===== config.mk =====
export PLATFORM = sky130hd
export DESIGN_NAME = spike_window_classifier_flat
export DESIGN_NICKNAME = d
export VERILOG_FILES = /design/src/rtl/snn_readout_pkg.sv /design/src/rtl/spike_window_classifier_if.sv /design/src/rtl/spike_window_classifier_argmax.sv /design/src/rtl/spike_window_classifier.sv /design/src/flat_wrapper.sv
export SDC_FILE = /design/constraint.sdc
export NUM_CORES = 1
export LEC_CHECK = 0
export ABC_AREA = 1
export BUFFER_PORTS_ARGS = -buffer_cell sky130_fd_sc_hd__buf_2
export CAP_MARGIN = 20
export CORE_MARGIN = 5
export CORE_UTILIZATION = 40
export CTS_CLUSTER_DIAMETER = 100
export DETAILED_ROUTE_END_ITERATION = 10
export PLACE_DENSITY = 0.61
export SYNTH_ARGS = -nofsm -noshare
export SYNTH_HDL_FRONTEND = slang
export SYNTH_SLANG_ARGS = --single-unit

===== constraint.sdc =====
create_clock -name clk -period 2.8 [get_ports clk]
set_clock_uncertainty 0.15 [all_clocks]
set_input_delay 0.14 -clock clk [delete_from_list [all_inputs] [get_ports clk]]
set_output_delay 0.14 -clock clk [all_outputs]
set_load 0.01 [all_outputs]

===== src/rtl/snn_readout_pkg.sv =====
// Shared constants for the SNN spike readout path.
// State encoding and default widths used by the window classifier.
package snn_readout_pkg;

    localparam logic [1:0] ST_IDLE  = 2'd0;
    localparam logic [1:0] ST_ACCUM = 2'd1;
    localparam logic [1:0] ST_HOLD  = 2'd2;

    localparam int DEF_N2 = 2;
    localparam int DEF_CW = 8;
    localparam int DEF_WW = 8;
    localparam int DEF_IW = 1;

    typedef enum logic [1:0] {
        IDLE  = ST_IDLE,
        ACCUM = ST_ACCUM,
        HOLD  = ST_HOLD
    } state_t;

endpackage


===== src/rtl/spike_window_classifier_if.sv =====
// Result handshake bundle between the classifier and the readout host.
// The master drives the result, the slave owns result_ready.
interface spike_window_classifier_if
    import snn_readout_pkg::*;
#(
    parameter int N2 = DEF_N2,
    parameter int CW = DEF_CW,
    parameter int IW = DEF_IW
);

    logic              result_valid;
    logic              result_ready;
    logic [N2*CW-1:0]  spike_counts;
    logic [IW-1:0]     winner;
    logic              tie;
    logic              no_spike;

    modport master (
        output result_valid,
        output spike_counts,
        output winner,
        output tie,
        output no_spike,
        input  result_ready
    );

    modport slave (
        input  result_valid,
        input  spike_counts,
        input  winner,
        input  tie,
        input  no_spike,
        output result_ready
    );

endinterface


===== src/rtl/spike_window_classifier_argmax.sv =====
// Combinational argmax over per-neuron spike counts.
// Lowest index wins on equal counts; tie flags a shared maximum.
module spike_argmax
    import snn_readout_pkg::*;
#(
    parameter int N2 = DEF_N2,
    parameter int CW = DEF_CW,
    parameter int IW = DEF_IW
) (
    input  logic [N2*CW-1:0] counts,
    output logic [IW-1:0]    winner,
    output logic             tie,
    output logic             no_spike
);

    logic [CW-1:0] max_v;
    logic          seen;

    always_comb begin
        max_v  = '0;
        winner = '0;
        tie    = 1'b0;
        seen   = 1'b0;
        // strict compare keeps the lowest index among equals
        for (int i = 0; i < N2; i++) begin
            if (counts[i*CW +: CW] > max_v) begin
                max_v  = counts[i*CW +: CW];
                winner = IW'(i);
            end
        end
        for (int i = 0; i < N2; i++) begin
            if (counts[i*CW +: CW] == max_v) begin
                tie  = tie | seen;
                seen = 1'b1;
            end
        end
        no_spike = (max_v == '0);
    end

endmodule


===== src/rtl/spike_window_classifier.sv =====
// Counts output-layer spikes over a window of enabled time steps and
// presents per-neuron counts plus the winning neuron over a handshake.
module spike_window_classifier
    import snn_readout_pkg::*;
#(
    parameter int N2 = DEF_N2,
    parameter int CW = DEF_CW,
    parameter int WW = DEF_WW,
    parameter int IW = DEF_IW
) (
    input  logic          clk,
    input  logic          reset_n,
    input  logic          enable,
    input  logic          start,
    input  logic [WW-1:0] window_len,
    input  logic [N2-1:0] output_spikes,
    output logic          busy,
    spike_window_classifier_if.master res
);

    localparam logic [CW-1:0] SAT = '1;

    state_t           state;
    logic [WW-1:0]    len_q;
    logic [WW-1:0]    step_q;
    logic [N2*CW-1:0] counts_q;
    logic [N2*CW-1:0] counts_nxt;
    logic [IW-1:0]    winner_q;
    logic [IW-1:0]    winner_d;
    logic             tie_q;
    logic             tie_d;
    logic             nospk_q;
    logic             nospk_d;
    logic             valid_q;
    logic             step_en;
    logic             last_step;

    assign step_en   = (state == ACCUM) && enable && (len_q != '0);
    assign last_step = step_en && (step_q == len_q - WW'(1));

    always_comb begin
        counts_nxt = counts_q;
        for (int i = 0; i < N2; i++) begin
            if (step_en && output_spikes[i] &&
                counts_q[i*CW +: CW] != SAT) begin
                counts_nxt[i*CW +: CW] = counts_q[i*CW +: CW] + CW'(1);
            end
        end
    end

    // Decision sees the counts including the final step's spikes
    spike_argmax #(
        .N2 (N2),
        .CW (CW),
        .IW (IW)
    ) u_argmax (
        .counts   (counts_nxt),
        .winner   (winner_d),
        .tie      (tie_d),
        .no_spike (nospk_d)
    );

    always_ff @(posedge clk or negedge reset_n) begin
        if (!reset_n) begin
            state    <= IDLE;
            len_q    <= '0;
            step_q   <= '0;
            counts_q <= '0;
            winner_q <= '0;
            tie_q    <= 1'b0;
            nospk_q  <= 1'b0;
            valid_q  <= 1'b0;
        end else begin
            unique case (state)
                IDLE: begin
                    if (start) begin
                        counts_q <= '0;
                        len_q    <= window_len;
                        step_q   <= '0;
                        winner_q <= '0;
                        tie_q    <= 1'b0;
                        nospk_q  <= 1'b0;
                        state    <= ACCUM;
                    end
                end
                ACCUM: begin
                    if (len_q == '0 || last_step) begin
                        counts_q <= counts_nxt;
                        winner_q <= winner_d;
                        tie_q    <= tie_d;
                        nospk_q  <= nospk_d;
                        valid_q  <= 1'b1;
                        state    <= HOLD;
                    end else if (step_en) begin
                        counts_q <= counts_nxt;
                        step_q   <= step_q + WW'(1);
                    end
                end
                HOLD: begin
                    if (res.result_ready) begin
                        valid_q <= 1'b0;
                        state   <= IDLE;
                    end
                end
                default: state <= IDLE;
            endcase
        end
    end

    assign busy             = (state == ACCUM);
    assign res.result_valid = valid_q;
    assign res.spike_counts = counts_q;
    assign res.winner       = winner_q;
    assign res.tie          = tie_q;
    assign res.no_spike     = nospk_q;

endmodule


===== src/flat_wrapper.sv =====
// flat-port wrapper written by rule: the top's interface ports become plain ports
module spike_window_classifier_flat import snn_readout_pkg::*;
#(
    parameter int N2 = DEF_N2,
    parameter int CW = DEF_CW,
    parameter int WW = DEF_WW,
    parameter int IW = DEF_IW
)
  (clk, reset_n, enable, start, window_len, output_spikes, busy, res_result_valid, res_spike_counts, res_winner, res_tie, res_no_spike, res_result_ready);
  spike_window_classifier_if #(.N2(N2), .CW(CW), .IW(IW)) res_i ();
  input  logic clk;
  input  logic reset_n;
  input  logic enable;
  input  logic start;
  input  logic [WW-1:0] window_len;
  input  logic [N2-1:0] output_spikes;
  output logic busy;
  output wire logic [$bits(res_i.result_valid)-1:0] res_result_valid;
  output wire logic [$bits(res_i.spike_counts)-1:0] res_spike_counts;
  output wire logic [$bits(res_i.winner)-1:0] res_winner;
  output wire logic [$bits(res_i.tie)-1:0] res_tie;
  output wire logic [$bits(res_i.no_spike)-1:0] res_no_spike;
  input wire logic [$bits(res_i.result_ready)-1:0] res_result_ready;
  assign res_result_valid = res_i.result_valid;
  assign res_spike_counts = res_i.spike_counts;
  assign res_winner = res_i.winner;
  assign res_tie = res_i.tie;
  assign res_no_spike = res_i.no_spike;
  assign res_i.result_ready = res_result_ready;
  spike_window_classifier #(.N2(N2), .CW(CW), .WW(WW), .IW(IW)) u_core (.clk(clk), .reset_n(reset_n), .enable(enable), .start(start), .window_len(window_len), .output_spikes(output_spikes), .busy(busy), .res(res_i));
endmodule

# Word level (Yosys, flattened, before mapping)
# Cells that the tools add are included.
# classes
mux	29
order_cmp	2
eq_ne	13
n_reduce_logical	20
add_sub_neg	4
# op_table
op	n
8-bit two-way mux	7
16-bit two-way mux	3
16-bit one-hot mux with 2 select lines	1
8-bit by 1-bit adder with 8-bit output, second input constant	3
8-bit == test	3
8-bit zero test	2
8-bit inequality test, second input constant	2
8-bit one-hot mux with 2 select lines	1
3-bit AND reduction	4
1-bit two-way mux	9
8-bit by 1-bit greater-than comparator with 1-bit output, second input constant	1
8-bit greater-than comparator	1
1-bit one-hot mux with 2 select lines	4
8-bit nonzero test	1
8-bit by 1-bit subtractor with 8-bit output, second input constant	1
1-bit logical AND	7
2-bit two-way mux	3
2-bit inequality test, second input constant	3
2-bit one-hot mux with 3 select lines	1
2-bit by 1-bit inequality test with 1-bit output, second input constant	2
4-bit AND reduction	1
2-bit nonzero test	2
3-bit by 1-bit inequality test with 1-bit output, second input constant	1
2-bit by 1-bit == test with 1-bit output, second input constant	1
4 further kinds	4
# word_totals
elab_cells	76
output_inout_bits	21
register_bits	38
inputBits	15

# Logic depth before layout (Yosys ltp)
# Gate-level depths: netlist of run 1.
# logic_depth
word_depth	15
ltp_mapped	26
depth_no_buf	26

# Modules after synthesis
# Synthesis of run 1 repeated with hierarchy kept, for this count alone.
# unflattened
cells_unflattened	515
area_unflattened_um2	3348.2
# by_module_without_submodules
module	instances	cells_per_inst	area_each_um2	seq_area_each_um2
spike_window_classifier	1	369	2537.4	950.9
spike_argmax	1	146	810.8	0.0

# Worst setup path before layout of run 1
# Ideal clock, no wire load.
# synth_path
path_type	reg2reg
startpoint	register u_core.counts_q[8], in the netlist u_core.res.spike_counts[8]
endpoint	register u_core.tie_q, in the netlist u_core.res.tie
required_ns	2.534
period_less_slack_ns	3.212
t_arrival_ns	2.946
slack_ns	-0.412
stages_incl_launch_ff	24
path_buffers	2
setup_time_ns	0.116
cell_sequence	dfrtp_1 -> ha_1 -> inv_1 -> nor2_1 -> a21oi_1 -> buf_2 -> nand3_1 -> nand2_2 -> inv_1 -> ha_1 -> nand2_1 -> nor2_1 -> nand2_1 -> nand2_1 -> nand2_1 -> inv_2 -> clkbuf_1 -> nand3_1 -> nand2_1 -> nor2_1 -> nand3_1 -> nor2_1 -> nand2_1 -> nand2_1
# synth_via
elab_chain_len	10
elab_cells_between_ends	12
cone_classes	1 x add/sub; 1 x order compare; 3 x eq/ne; 6 x mux; 1 x reduce/logical
# synth_lines
element	line	source
from (decl)	spike_window_classifier.sv:26	logic [N2*CW-1:0] counts_q;
from (signal assigned)	spike_window_classifier.sv:88	counts_q <= counts_nxt;
from (signal assigned)	spike_window_classifier.sv:95	counts_q <= counts_nxt;
branches (longest 2 deep; another with 8-bit by 1-bit adder with 8-bit output)	--	
8-bit two-way mux (*)	spike_window_classifier.sv:44	if (step_en && output_spikes[i] &&
8-bit greater-than comparator	spike_window_classifier_argmax.sv:26	if (counts[i*CW +: CW] > max_v) begin
8-bit two-way mux	spike_window_classifier_argmax.sv:26	
8-bit == test	spike_window_classifier_argmax.sv:32	if (counts[i*CW +: CW] == max_v) begin
1-bit two-way mux	spike_window_classifier_argmax.sv:32	
1-bit two-way mux (*)	spike_window_classifier_argmax.sv:32	
1-bit two-way mux (*)	spike_window_classifier.sv:87	if (len_q == '0 || last_step) begin
1-bit one-hot mux with 2 select lines (*)	spike_window_classifier.sv:74	unique case (state)
to (signal assigned)	spike_window_classifier.sv:90	tie_q <= tie_d;
to (decl)	spike_window_classifier.sv:30	logic tie_q;
# Mark *: on every way between the ends. The select of a mux whose other input is x is not followed.
# A chain may end at the register's enable or synchronous reset.

# Final worst setup path of run 1
# layout_path
startpoint	register u_core.counts_q[9], in the netlist u_core.res.spike_counts[9]
endpoint	register u_core.tie_q, in the netlist u_core.res.tie
# Same word-level chain as after synthesis.

==> results.cfg, run 1 <==
[placement]
place.gp.congestion = 0.865
dp_slack_ps = -249
placed_area_um2 = 4360
io_buffers = 35
dp_hpwl_um = 7480

[clock_tree]
cts_root_buf = clkbuf_8
cts_tree = built
htree_num_levels = 2
cts_sinks = 38
clk_pin_slew_ps = 90
clk_path_buf_depth = 2
cts_buffers = 5
clk_latency_ps = 310

[cells_and_area]
final_util = 0.622
antenna_cells = 0
syn_to_final_growth_pct = 49.5
layout-drive-gt1-share = 0.382
final_cell_area_um2 = 4860
multiInputGateArea_um2 = 2290
fin_nets = 675
fill_cells = 724
ff_latch_area_um2 = 955

[timing]
min_period_ps = 2960
hold_violations = 0
max_slew_margin = 0.413
maxSlewViolCount = 0
period_share = 1.06
fmax_mhz = 338
setup_viol = 2
worstMarginPinSlew_ps = 880
rsz0062_at_grt = true
timing.final.ws_setup_ps = -157

[logic_synthesis]
syn_area_per_cell_um2 = 6.49
ys_top_cells_by_area = dfrtp_1, nand2_1, nand3_1
synth.most_common_cell = nand2_1
netlist_area_um2 = 3250
netlist.area_leader.share = 0.293
synth_top_cell_by_area = dfrtp_1
ys_async_sr_fraction = 1.00
ys_warn_count = 0
yosysSeqAreaShare = 0.293
synth_edf_count = 0
ys_ff_latch = 38
synth-main-ff-cell = dfrtp_1
synthCells = 501
syn_nets = 528
ys_types = 34
netlist_top_cells_count = nand2_1, inv_1, nor2_1

[routing]
wl_per_cell_um = 13.1
first_iter_violations = 259
ant_nets = 0
wl_um = 9830
viasPerCell = 4.92
drc = 0
vias = 3694
drt-pass1-iter-count = 4

[global_route]
grt_start_max_net_pins = 39
grt_usage = 0.203
grt_overflow = 0
grt_pass1_wl_um = 16700
antenna_found_initial = 0
grt_pass1_vias = 3682

[floorplan]
io_pins = 36
die-area_um2 = 10000
initial_core_util = 0.416
dieHeight_um = 100
die_w_um = 100
core_um2 = 7810
rows = 32

[pwr]
power_density_nw_per_um2 = 1360
vdd_drop_max_mv = 0.526
power.total_mw = 6.60
p_leak_nw = 2.53

[critical_path]
rr_startpoint = u_core.res.spike_counts[9]
cp.arrival_ps = 3060
worst_setup_path_end_kind = flip-flop
worstPathRequired_ps = 2910
path_class = reg -> reg
rrSetupSlack_ps = -160
path_max_fanout = 17
start_kind = flip-flop
cp-startpoint = u_core.res.spike_counts[9]

[hold_path]
min_from = start
hold_class = in -> reg

[job]
max_cap_violations = 0

[outcome]
violations = negative setup slack
status = finished, violations left
-- worst max-delay path, stage by stage, from the launching register on --
cell and delay (ps):
dfrtp_2 430, ha_4 180, inv_2 50, nor2_2 40, a21oi_2 170, buf_12 160, nand2_4 90, nand2_1 100
nand2_2 60, inv_2 80, ha_4 210, a21o_1 150, nor2_1 130, nand2_2 80, nand2_4 140, clkinv_8 120
nand3_1 100, nand2_1 60, nor2_2 130, nand3_1 80, nor2_1 100, nand2_1 60, nand2_1 50
-- sequential cells by signal (all words and copies together) (netlist names) --
| name | flops |
|---|---|
| u_core.res.tie | 1 |
| u_core.res.no_spike | 1 |
| u_core.len_q | 8 |
| u_core.res.spike_counts | 16 |
| u_core.res.winner | 1 |
| u_core.step_q | 8 |
| u_core.state | 2 |
| u_core.res.result_valid | 1 |
-- path summary, 6_finish.rpt --
kind	to	cells after the start
worst max-delay path	u_core.res.tie	22
max in group asynchronous	u_core.res.spike_counts[8]	2
min in group asynchronous	u_core.len_q[1]	2
worst max register to register	u_core.res.tie	22
worst min-delay path	u_core.step_q[5]	4
worst min register to register	u_core.res.tie	2
-- logic make-up after synthesis --
logic type / Yosys count / synth area share
adders and majority gates: 12 / 0.0462
buffers and inverters: 78 / 0.0997
AOI/OAI and AO/OA: 48 / 0.0866
DFF: 38 / 0.293
and+or+nand+nor: 311 / 0.437
xor gates and xnor gates: 14 / 0.0377
-- stage by stage --
step           TNS, ps  cells  hold WS (ps)
6_report          -275    751           153
3_5_place_dp      -467    713           175
4_1_cts           -278    748           148
3_3_place_gp      -423    713           156
2_1_floorplan    -60.8    501          -306
5_1_grt           -818    751           200
-- area by class of cell --
cell class / instances / area share
Multi-Input combinational cell: 385 / 0.471
Clock buffer: 7 / 0.0178
Timing Repair Buffer: 151 / 0.233
Tap cell: 102 / 0.0263
Sequential cell: 38 / 0.197
Inverter: 67 / 0.0544
Clock inverter: 1 / 0.00103
-- cell usage in the layout, fill, tap and decap left out, types with 6 or more instances in the layout --
cell / synthesis / layout
nand2_1: 166 / 154
buf_4: 1 / 96
inv_1: 58 / 53
nor2_1: 52 / 42
nand3_1: 49 / 37
buf_2: 4 / 35
dfrtp_1: 38 / 35
nand2_2: 16 / 24
nand3_2: 10 / 20
o22ai_1: 16 / 16
inv_2: 9 / 13
o21ai_0: 15 / 13
nor2_2: 1 / 10
dlygate4sd3_1: 0 / 10
ha_4: 0 / 9
xor2_1: 8 / 8
nand2_4: 3 / 6
xnor2_1: 6 / 6
clkbuf_8: 0 / 6
buf_6: 1 / 6
-- layer usage --
| metal | track usage | wire length (um) | vias to the layer above | share of wire |
|---|---|---|---|---|
| met2 | 0.369 | 5060 | 79 | 0.51 |
| met4 | 0.0487 | 99 | 0 | 0.010 |
| met3 | 0.0313 | 426 | 12 | 0.043 |
| met1 | 0.252 | 4250 | 1708 | 0.43 |
| met5 | 0 | 0 | - | 0 |
| li1 | - | - | 1895 | - |
-- what timing repair did --
| item | 4_1_cts | 5_1_grt |
|---|---|---|
| endpoints found under the hold margin | 48 | 0 |
| gates resized for setup | 30 | 16 |
| pin swaps | 24 | 3 |
| hold buffers | 10 | 0 |
| setup endpoints to repair | 2 | 4 |
| setup buffers | 18 | 3 |
-- report_power, final --
group	leakage (nW)	total, mW	switching (mW)	internal, mW
registers	0.477	0.932	0.152	0.781
logic	2.01	5.24	2.88	2.37
clock network	0.0482	0.421	0.221	0.199
No activity file was read; power rests on OpenSTA's default activity.
==> run 2: changes to the inputs <==
CORE_ASPECT_RATIO = 1.5   (was not set)
SLEW_MARGIN = 15   (was not set)
==> results.cfg, run 2 (same netlist as run 1, synthesis figures left out) <==
[outcome]
status = finished, violations left
violations = negative setup slack

[pwr]
vdd_drop_max_mv = 0.596
power.total_mw = 7.31
p_int_mw = 3.81
p_switching_mw = 3.50
clock_power_share = 0.104
power_frac_seq = 0.131
p_leak_nw = 2.59
power_density_nw_per_um2 = 1450
switching_share = 0.479
combPwrFrac = 0.764

[routing]
drc = 0
vias = 3749
ant_nets = 0
wl_um = 11100
wl_per_cell_um = 14.9
drt-pass1-iter-count = 5
viasPerCell = 5.00
first_iter_violations = 212

[placement]
dp_hpwl_um = 8100
io_buffers = 35
dp_slack_ps = -165
placed_area_um2 = 4270
place.gp.congestion = 0.898

[critical_path]
path_class = reg -> reg
worst_setup_path_end_kind = flip-flop
path_max_fanout = 17
rrSetupSlack_ps = -250
path_cells = ha_4 > inv_2 > nor2_2 > a21oi_2 > buf_12 > buf_6 > nand3_2 > nand2_2 > inv_2 > ha_4 > nand2_4 > nor2_4 > nand4_1 > nand2_4 > buf_12 > inv_16 > nand2_2 > o21ai_2 > nor3_2 > nand3_1 > o21ai_1
critical_path_buf_inv_count = 6
reg2reg_depth = 21
cp_slowest_cell = dfrtp_2
critPathTopFamily = simple AND/OR/NAND/NOR gates
crit_path_end = u_core.res.no_spike
worstPathRequired_ps = 2870
r2r_end = u_core.res.no_spike
rr_startpoint = u_core.res.spike_counts[8]
cp.arrival_ps = 3120
cp-startpoint = u_core.res.spike_counts[8]
slowest_delay_ps = 420
path_depth = 21
start_kind = flip-flop

[cells_and_area]
fin_nets = 671
layout-drive-gt1-share = 0.394
syn_to_final_growth_pct = 55.3
largest_reg_flops = 16
final_cell_area_um2 = 5050
final_common_cell = nand2_1
fill_cells = 664
multiInputGateArea_um2 = 2330
ff_latch_area_um2 = 956
antenna_cells = 0
mostFrequentLayoutCells = nand2_1, buf_4, inv_1

[floorplan]
initial_core_util = 0.408
rows = 40
io_pins = 36
die_w_um = 83.6
core_um2 = 7960
dieHeight_um = 120
die-area_um2 = 10100

[clock_tree]
htree_num_levels = 2
clk_latency_ps = 290
cts_buffers = 5
cts_root_buf = clkbuf_16
cts_tree = built
cts_sinks = 38
clk_path_buf_depth = 2
clk_pin_slew_ps = 60

[global_route]
antenna_found_initial = 0
grt_start_max_net_pins = 39
grt_overflow = 0
grt_usage = 0.218
grt_pass1_vias = 3713
grt_pass1_wl_um = 17400

[timing]
min_period_ps = 3050
rsz0062_at_grt = true
period_share = 1.09
max_slew_margin = 0.395
worstMarginPinSlew_ps = 907
tns_ps = -478
maxSlewViolCount = 0
timing.final.ws_setup_ps = -251
setup_viol = 2
fmax_mhz = 328
hold_violations = 0

[hold_path]
hold_class = in -> reg
min_from = start

[job]
max_cap_violations = 0
## run 2: layer usage
metal | global-route usage | wire, um
met4 | 0.123 | 592
met2 | 0.438 | 6340
met3 | 0.0334 | 419
met5 | 0 | 0
met1 | 0.202 | 3790
## run 2: how the worst min path moves through the flow
stage / depth (start not counted) / end / slack [ps]
detailed placement: 1 / u_core.step_q[5] / 170
global placement: 1 / u_core.step_q[5] / 160
global route: 4 / u_core.state[0] / 230
floorplan: 0 / u_core.len_q[0] / -310
CTS: 4 / u_core.state[0] / 170
finish: 4 / u_core.state[0] / 160
## run 2: layout make-up
cell class,instances,share of cell area
Tap cell,105,0.0260
Multi-Input combinational cell,385,0.463
Inverter,67,0.0540
Clock buffer,5,0.0248
Clock inverter,3,0.0136
Sequential cell,38,0.189
Timing Repair Buffer,147,0.230
## run 2: worst register-to-register path, cell delays in order (launching register included)
cell     delay (ps)
dfrtp_2         420
ha_4            170
inv_2            50
nor2_2           40
a21oi_2         190
buf_12          160
buf_6           100
nand3_2          70
nand2_2          90
inv_2            70
ha_4            280
nand2_4          60
nor2_4           90
nand4_1         140
nand2_4         150
buf_12          140
inv_16           50
nand2_2          70
o21ai_2          60
nor3_2          190
nand3_1         110
o21ai_1         140
## run 2: power by group through the flow
| stage | sequential (mW) | clock [mW] | combinational, mW |
|---|---|---|---|
| after global placement | 0.948 | 0 | 4.48 |
| after CTS | 0.950 | 0.777 | 5.20 |
| final | 0.958 | 0.764 | 5.59 |
| after floorplan | 1.07 | 0 | 2.85 |
| after detailed placement | 0.955 | 0 | 4.53 |
| after global routing | 0.980 | 0.803 | 6.11 |
## run 2: timing repair
action | CTS | global route
hold endpoints to repair | 47 | 0
gates resized for setup | 31 | 31
pin swaps | 6 | 10
hold buffers | 10 | 0
cloned | 1 | 0
buffers inserted | 14 | 14
setup endpoints to repair | 2 | 2
## run 2: through the flow
stage	hold slack (ps)	cells	utilization
global placement	161	703	0.537
CTS	166	736	0.605
floorplan	-306	501	-
finish	163	750	0.634
detailed placement	169	703	0.537
global route	233	750	0.634
==> run 3: changes to the inputs <==
SETUP_SLACK_MARGIN = 0.2   (was not set)
==> results.cfg, run 3 (same netlist as run 1, synthesis figures left out) <==
[routing]
ant_nets = 0
wl_met1_um = 3730
viasPerCell = 5.05
first_iter_violations = 185
wl_um = 11200
routed-wl-met3_um = 407
drt-pass1-iter-count = 4
vias = 3788
highest_layer = met4
drc = 0
wl_per_cell_um = 14.9
wl_met2_um = 6340

[timing]
tns_ps = -471
worstMarginPinSlew_ps = 919
timing.final.ws_setup_ps = -255
rsz0062_at_grt = true
fmax_mhz = 327
max_slew_margin = 0.387
setup_viol = 2
hold_violations = 0
min_period_ps = 3060
period_share = 1.09
maxSlewViolCount = 0

[critical_path]
path_max_fanout = 17
worst_setup_path_end_kind = flip-flop
worstPathRequired_ps = 2870
cp.arrival_ps = 3130
rr_startpoint = u_core.state[1]
r2r_end = u_core.res.no_spike
start_kind = flip-flop
rrSetupSlack_ps = -260
path_class = reg -> reg
reg2reg_depth = 19

[cells_and_area]
largest_reg_flops = 16
final_cell_area_um2 = 5060
final_common_cell = nand2_1
antenna_cells = 0
fin_nets = 671
layout-drive-gt1-share = 0.397
mostFrequentLayoutCells = nand2_1, buf_4, inv_1
syn_to_final_growth_pct = 55.6

[clock_tree]
cts_root_buf = clkbuf_16
clk_pin_slew_ps = 60
cts_sinks = 38
htree_num_levels = 2
clk_latency_ps = 290
clk_path_buf_depth = 2
cts_tree = built
cts_buffers = 5

[outcome]
status = finished, violations left
violations = negative setup slack

[floorplan]
rows = 40
die-area_um2 = 10100
die_w_um = 83.6
io_pins = 36
dieHeight_um = 120
initial_core_util = 0.408
core_um2 = 7960

[pwr]
vdd_drop_max_mv = 0.598
p_leak_nw = 2.59
power.total_mw = 7.35
power_density_nw_per_um2 = 1450

[hold_path]
min_from = start
holdPathStages = 4
hold_class = in -> reg
whs_endpoint = u_core.state[0]

[global_route]
grt_start_max_net_pins = 39
grt_pass1_wl_um = 17400
antenna_found_initial = 0
grt_pass1_vias = 3713
grt_overflow = 0
grt_usage = 0.218

[placement]
io_buffers = 35
place.gp.congestion = 0.898
dp_hpwl_um = 8100
placed_area_um2 = 4270

[job]
max_cap_violations = 0
[run 3: cell counts in the layout (fill, tap and decap cells not counted)]
Identical to the previous run, type by type.
[run 3: layout make-up]
| type | count | area [um^2] |
|---|---|---|
| clock buffer | 5 | 125 |
| clock inverter | 3 | 68.8 |
| fill | 673 | 2900 |
| inverter | 67 | 273 |
| multi-input combinational | 385 | 2340 |
| sequential | 38 | 956 |
| tap | 105 | 131 |
| timing repair buffer | 147 | 1160 |
[run 3: worst max-delay path: stages, from the launching register on]
cell and delay [ps]:
dfrtp_2 440, nor2_8 130, nand2_4 80, nor2_8 280
buf_12 170, nand3_2 80, nand2_2 110, inv_4 60
ha_4 270, nand2_4 50, nor2_4 80, nand4_1 150
nand2_4 160, buf_12 130, inv_16 50, nand2_2 70
o21ai_2 60, nor3_2 180, nand3_1 110, o21ai_1 140
[run 3: stage by stage]
step / util / hold WS, ps / cells / setup slack (ps)
finish: 0.635 / 162 / 750 / -255
global route: 0.635 / 233 / 750 / -388
CTS: 0.605 / 166 / 736 / -164
detailed placement: 0.537 / 169 / 703 / -165
global placement: 0.537 / 161 / 703 / -121
floorplan: - / -306 / 501 / -32.1
[run 3: power breakdown]
group	switching [mW]	internal, mW	total [mW]
Clock	0.252	0.513	0.765
Sequential	0.175	0.783	0.958
Combinational	3.09	2.53	5.62
Total	3.52	3.83	7.35
[run 3: worst max-delay path by stage]
stage / depth (start not counted) / slack [ps] / end / start
final: 19 / -260 / u_core.res.no_spike / u_core.state[1]
after global routing: 27 / -390 / u_core.res.tie / u_core.res.spike_counts[8]
after CTS: 21 / -160 / u_core.res.no_spike / u_core.res.spike_counts[9]
after detailed placement: 21 / -160 / u_core.res.no_spike / u_core.len_q[1]
after global placement: 25 / -120 / u_core.res.tie / u_core.len_q[1]
after floorplan: 22 / -30 / u_core.res.tie / u_core.res.spike_counts[8]
[run 3: layer usage]
metal,up-vias,GRT usage
li1,1887,-
met1,1753,0.202
met2,106,0.438
met3,42,0.0334
met4,0,0.123
met5,-,0
[run 3: what timing repair did]
action,in CTS,in global routing
resized for setup,31,34
setup endpoints to repair,2,4
buffers inserted,14,14
endpoints found under the hold margin,47,0
pin swaps,6,11
hold buffers,10,0
cloned,1,0
